==> config.mk <==
export PLATFORM = sky130hd
export DESIGN_NAME = jtopl_wrqueue
export DESIGN_NICKNAME = d
export VERILOG_FILES = /design/src/rtl/jtopl_wrqueue.sv
export SDC_FILE = /design/constraint.sdc
export NUM_CORES = 1
export LEC_CHECK = 0
export ABC_AREA = 1
export CAP_MARGIN = 20
export CORE_ASPECT_RATIO = 0.8
export CORE_UTILIZATION = 45
export CTS_BUF_LIST = sky130_fd_sc_hd__clkbuf_8 sky130_fd_sc_hd__clkbuf_16
export CTS_CLUSTER_SIZE = 30
export DETAILED_ROUTE_END_ITERATION = 10
export GPL_ROUTABILITY_DRIVEN = 0
export HOLD_SLACK_MARGIN = 0.03
export RECOVER_POWER = 100
export SLEW_MARGIN = 10
export SYNTH_ARGS = -nofsm -noshare
export SYNTH_HDL_FRONTEND = slang
export SYNTH_SLANG_ARGS = --single-unit
==> constraint.sdc <==
create_clock -name clk -period 3.35 [get_ports clk]
set_input_delay 0.67 -clock clk [delete_from_list [all_inputs] [get_ports clk]]
set_output_delay 0.67 -clock clk [all_outputs]
set_load 0.03 [all_outputs]
==> src/rtl/jtopl_wrqueue.sv <==
// jtopl_wrqueue
//   Host-side write queue in front of an OPL/OPL2/OPL3 core. Host register
//   writes are captured at full clk rate with no wait states. Each queued write
//   is then replayed to the core bus as an address write followed by a data
//   write, with the chip's recovery delays counted in cen ticks.
//
// Ports
//   rst        in   synchronous reset, active high
//   clk        in   single clock for all logic
//   cen        in   clock enable for dispatch timing
//   din        in   [7:0]    host write data
//   addr       in   [AW-1:0] host address: bit0 0=index port 1=data port,
//                            upper bits select the register bank
//   cs_n       in   host chip select, active low
//   wr_n       in   host write strobe, active low
//   chip_din   out  [7:0]    data to core
//   chip_addr  out  [AW-1:0] address to core
//   chip_cs_n  out  core chip select, active low
//   chip_wr_n  out  core write strobe, active low
//   full       out  queue holds DEPTH entries
//   empty      out  queue empty and dispatcher idle
//   ovf        out  sticky: a data write was dropped because the queue was full
module jtopl_wrqueue #(
  parameter int DEPTH     = 16,
  parameter int AW        = 1,
  parameter int ADDR_WAIT = 12,
  parameter int DATA_WAIT = 84
) (
  input  logic          rst,
  input  logic          clk,
  input  logic          cen,
  input  logic [7:0]    din,
  input  logic [AW-1:0] addr,
  input  logic          cs_n,
  input  logic          wr_n,
  output logic [7:0]    chip_din,
  output logic [AW-1:0] chip_addr,
  output logic          chip_cs_n,
  output logic          chip_wr_n,
  output logic          full,
  output logic          empty,
  output logic          ovf
);

  localparam int NB   = 1 << (AW - 1);
  localparam int BW   = (AW > 1) ? AW - 1 : 1;
  localparam int EW   = AW - 1 + 16;
  localparam int PW   = $clog2(DEPTH);
  localparam int CNTW = PW + 1;
  localparam int MAXW = (ADDR_WAIT > DATA_WAIT) ? ADDR_WAIT : DATA_WAIT;
  localparam int WW   = (MAXW > 1) ? $clog2(MAXW) : 1;

  typedef enum logic [2:0] {
    S_IDLE,
    S_ADDR,
    S_AWAIT,
    S_DATA,
    S_DWAIT
  } state_t;

  // Host capture state
  logic            r_hw_q;
  logic [7:0]      r_idx [NB];
  logic [EW-1:0]   r_mem [DEPTH];
  logic [PW-1:0]   r_wp;
  logic [PW-1:0]   r_rp;
  logic [CNTW-1:0] r_cnt;
  logic            r_ovf;

  // Dispatcher state
  state_t          r_state;
  logic [WW-1:0]   r_wcnt;
  logic [EW-1:0]   r_hold;
  logic [7:0]      r_chip_din;
  logic [AW-1:0]   r_chip_addr;
  logic            r_chip_cs_n;
  logic            r_chip_wr_n;

  logic            w_hw;
  logic            w_evt;
  logic            w_push_req;
  logic            w_push;
  logic            w_pop;
  logic [BW-1:0]   w_bank;
  logic [EW-1:0]   w_entry;
  logic [AW-1:0]   w_addr_a;
  logic [AW-1:0]   w_addr_d;

  // A held strobe yields a single event: only the rising edge of hw counts.
  assign w_hw       = ~cs_n & ~wr_n;
  assign w_evt      = w_hw & ~r_hw_q;
  assign w_push_req = w_evt & addr[0];
  assign w_pop      = (r_state == S_IDLE) && (r_cnt != '0);
  // A pop in the same cycle frees a slot, so a push into a full queue still fits.
  assign w_push     = w_push_req & (~full | w_pop);

  assign full  = (r_cnt == CNTW'(DEPTH));
  assign empty = (r_cnt == '0) && (r_state == S_IDLE);
  assign ovf   = r_ovf;

  assign chip_din  = r_chip_din;
  assign chip_addr = r_chip_addr;
  assign chip_cs_n = r_chip_cs_n;
  assign chip_wr_n = r_chip_wr_n;

  // Entry layout: {bank, index, data}; the bank field only exists when AW > 1.
  generate
    if (AW > 1) begin : g_banked
      assign w_bank   = addr[AW-1:1];
      assign w_entry  = {w_bank, r_idx[w_bank], din};
      assign w_addr_a = {r_hold[EW-1:16], 1'b0};
      assign w_addr_d = {r_hold[EW-1:16], 1'b1};
    end else begin : g_single
      assign w_bank   = 1'b0;
      assign w_entry  = {r_idx[w_bank], din};
      assign w_addr_a = 1'b0;
      assign w_addr_d = 1'b1;
    end
  endgenerate

  // Host capture: index latches, queue pointers, occupancy, overflow flag
  always_ff @(posedge clk) begin
    if (rst) begin
      r_hw_q <= 1'b0;
      r_wp   <= '0;
      r_rp   <= '0;
      r_cnt  <= '0;
      r_ovf  <= 1'b0;
      for (int i = 0; i < NB; i++) r_idx[i] <= '0;
    end else begin
      r_hw_q <= w_hw;
      if (w_evt && !addr[0]) r_idx[w_bank] <= din;
      if (w_push) r_wp <= r_wp + PW'(1);
      if (w_pop)  r_rp <= r_rp + PW'(1);
      if (w_push_req && !w_push) r_ovf <= 1'b1;
      if (w_push && !w_pop)      r_cnt <= r_cnt + CNTW'(1);
      else if (!w_push && w_pop) r_cnt <= r_cnt - CNTW'(1);
    end
  end

  // Queue storage and hold register carry data only
  always_ff @(posedge clk) begin
    if (w_push) r_mem[r_wp] <= w_entry;
    if (w_pop)  r_hold      <= r_mem[r_rp];
  end

  // Dispatcher. In S_ADDR the strobe register doubles as the phase bit:
  // first cen tick asserts, second releases. AWAIT exits straight into an
  // asserted data strobe so the address-to-data gap is exactly ADDR_WAIT idle ticks.
  always_ff @(posedge clk) begin
    if (rst) begin
      r_state     <= S_IDLE;
      r_wcnt      <= '0;
      r_chip_din  <= '0;
      r_chip_addr <= '0;
      r_chip_cs_n <= 1'b1;
      r_chip_wr_n <= 1'b1;
    end else begin
      case (r_state)
        S_IDLE: begin
          if (w_pop) r_state <= S_ADDR;
        end
        S_ADDR: begin
          if (cen) begin
            if (r_chip_wr_n) begin
              r_chip_addr <= w_addr_a;
              r_chip_din  <= r_hold[15:8];
              r_chip_cs_n <= 1'b0;
              r_chip_wr_n <= 1'b0;
            end else begin
              r_chip_cs_n <= 1'b1;
              r_chip_wr_n <= 1'b1;
              r_wcnt      <= WW'(ADDR_WAIT - 1);
              r_state     <= S_AWAIT;
            end
          end
        end
        S_AWAIT: begin
          if (cen) begin
            if (r_wcnt == '0) begin
              r_chip_addr <= w_addr_d;
              r_chip_din  <= r_hold[7:0];
              r_chip_cs_n <= 1'b0;
              r_chip_wr_n <= 1'b0;
              r_state     <= S_DATA;
            end else begin
              r_wcnt <= r_wcnt - WW'(1);
            end
          end
        end
        S_DATA: begin
          if (cen) begin
            r_chip_cs_n <= 1'b1;
            r_chip_wr_n <= 1'b1;
            r_wcnt      <= WW'(DATA_WAIT - 1);
            r_state     <= S_DWAIT;
          end
        end
        S_DWAIT: begin
          if (cen) begin
            if (r_wcnt == '0) r_state <= S_IDLE;
            else              r_wcnt  <= r_wcnt - WW'(1);
          end
        end
        default: r_state <= S_IDLE;
      endcase
    end
  end

endmodule

==> metrics.cfg <==
[setup_path]
r2r-start = r_state[0]
crit_type = flip-flop to output pin
cpPeakStageDelay_ps = 770
path_cells = nor2_1 > nand2_1 > nor2_1 > dlygate4sd3_1
crit_top_cell = nor2_1
cp_max_fo = 7
cp-end-kind = output pin
ff2ff_setup_slack_ps = 640
worstRegToRegCells = 15
slowest_stage = dlygate4sd3_1
crit_start = r_state[0]
startpoint_type = flip-flop
r2r_end = r_cnt[4]
worst-endpoint-arrival_ps = 2300
required_ps = 2680

[sta]
fin_crit_ps = 2967
finalSetupTns_ps = 0
timing.final.ws_setup_ps = 382.8
slew_headroom_pct = 1.469
fin_worst_skew_ps = 13.31
rsz0062_at_grt = no
fmax_mhz = 337.0
worst_pin_slew_ps = 1478
hold_violations = 0
finalMaxSlewViolations = 0
finalSetupViolCount = 0
timing.hold.ws_ps = 466.2
period_share_pct = 88.57

[die]
die_area_sq_mm = 0.02970
initial_utilization_pct = 45.93
die_h_um = 154.3
io_pins = 28
die_w_um = 192.4
rows = 55
core_area_sq_mm = 0.02842

[global_route]
antenna_found_initial = 0
globalRouteTotalUtil_pct = 20.45
grt_max_degree = 80
overflow = 0
grt_pass1_vias = 7896
grt_pass1_wl_um = 46340

[clocking]
clock_latency_ps = 560
cts_buffers = 31
cts_setup_buffers = 0
cts_max_level = 1
root_buffer = clkbuf_16
holdBufCountCts = 0
cts_tree = built
cts.clk_slew.worst_paths_ps = 60
cts_sinks = 315
ctsResizeCount = 0
clock_path_buffers = 3

[drt]
postRouteAntennaNets = 0
drt-initial-drc-count = 847
wire_per_inst_um = 18.73
drtPass1Iterations = 8
drc_errors = 6
wl_um = 29290
via_per_inst = 5.320
vias = 8320

[final_layout]
nets = 1196
fillerInstances = 2514
area_growth_pct = 12.98
drive_gt1_share_pct = 8.878
final_cell_mix = edfxtp_1, nor2_1, o21ai_0
multi_input_area_sq_mm = 0.003462
final_cell_area_sq_mm = 0.01475
layout_commonest_cell = edfxtp_1
diodes = 0
regArea_sq_mm = 0.009116

[yosys]
synth-main-ff-cell = edfxtp_1
syn_area_sq_mm = 0.01305
synth_cell_type_count = 36
syn_inst = 1130
synth.avg_cell_area_sq_um = 11.55
synth-edff-count = 280
async_flop_share_pct = 0
syn_nets = 1156
synth.yosys.seq_area_share_pct = 69.78
synth.ff_latch_count = 315
ys_warn_count = 0

[placed_design]
pre_cts_slack_ps = 264.0
io_buffers = 27
dp_hpwl_um = 18490
dpl_cell_area_sq_mm = 0.01386

[job]
drv_cap = 0

[pwr]
seqPwrFrac_pct = 43.1
clkPwrFrac_pct = 30.8
swShare_pct = 32.53
netSwitchingPower_mw = 3.661
ir_drop_uv = 456.2
comb_power_share_pct = 26.1
p_int_mw = 7.593
power.leakage_nw = 5.150
powerDensity_mw_per_mm2 = 763.1

[hold_path]
hold_depth = 2
holdPathEnd = r_wcnt[1]
hp-start = r_wcnt[1]
hold_path_class = flip-flop to flip-flop

[run_status]
status = finished with violations
failed_checks = design-rule violations

## power groups by stage
stage | clock (mW) | combinational [mW] | sequential [mW]
CTS | 3.53 | 3.03 | 4.86
global route | 3.69 | 3.34 | 4.89
finish | 3.47 | 2.93 | 4.85
detailed placement | 0 | 3.01 | 4.94
global placement | 0 | 2.99 | 4.94
floorplan | 0 | 2.17 | 4.93
## state kept, by name, summed over array words and instances (netlist names), 4 cells and up
register / cells
r_hold: 16
r_cnt: 5
r_idx: 8
chip_din: 8
r_rp: 4
r_wp: 4
r_mem: 256
r_wcnt: 7
## cell families (layout without fill, tap and decap cells)
| family | Yosys count | count (layout) | synth area share [%] |
|---|---|---|---|
| flops | 315 | 315 | 69.78 |
| xor+xnor | 7 | 7 | 0.4697 |
| simple gates | 458 | 458 | 14.85 |
| buf+inv | 111 | 175 | 3.652 |
| compound gates | 227 | 227 | 10.05 |
| fa+ha+maj | 12 | 12 | 1.208 |
## critical path, delay by kind of cell (launching register included)
family	cells	cell delay, ps
DFF	1	370
buffers and inverters	1	770
and+or+nand+nor	3	610
## per-stage QoR
stage / std cells / util (%) / total power [mW]
after floorplan: 1130 / - / 7.099
after global placement: 1507 / 48.77 / 7.928
after detailed placement: 1507 / 48.77 / 7.954
after CTS: 1564 / 52.37 / 11.42
after global routing: 1564 / 51.89 / 11.92
final: 1564 / 51.89 / 11.25
## worst max path at each step
stage | slack, ps | end | cells after the start
floorplan | 800 | r_cnt[3] | 15
global placement | 300 | r_cnt[4] | 14
detailed placement | 260 | r_cnt[4] | 14
CTS | 510 | full | 4
global route | 260 | r_cnt[4] | 14
finish | 380 | empty | 4
## per-layer routing
layer / vias up / GRT usage, % / share of wire, %
met5: - / 0 / 0
met4: 0 / 3.750 / 1.5
met3: 38 / 2.995 / 5.4
met2: 215 / 30.06 / 43
met1: 4014 / 32.22 / 50
li1: 4053 / - / -
## cells in the mapped netlist (2+ instances only)
cell type	instances	area share [%]
edfxtp_1	280	64
nor2_1	241	6.9
o21ai_0	129	4.9
nand2_1	120	3.5
o211ai_1	64	3.7
nand3_1	51	2.0
inv_1	46	1.3
dfxtp_1	35	5.4
clkbuf_1	31	0.89
nor2_2	23	1.1
a21oi_1	20	0.77
buf_2	20	0.77
ha_1	11	1.1
o21ai_1	11	0.42
nand3b_1	8	0.46
inv_2	5	0.14
xor2_1	5	0.34
nand2_2	4	0.19
buf_1	3	0.086
buf_4	3	0.17
nor3_1	3	0.11
nand4_1	2	0.096
xnor2_1	2	0.13
## cell type report
cell class,instances,share of cell area (%)
clock inverters,20,1.120
multi-input cells,704,23.48
clock buffers,37,5.820
repair buffers,66,3.292
flip-flops and latches,315,61.81
inverters,52,1.340
well taps,370,3.139
No activity file was read; power rests on OpenSTA's default activity.
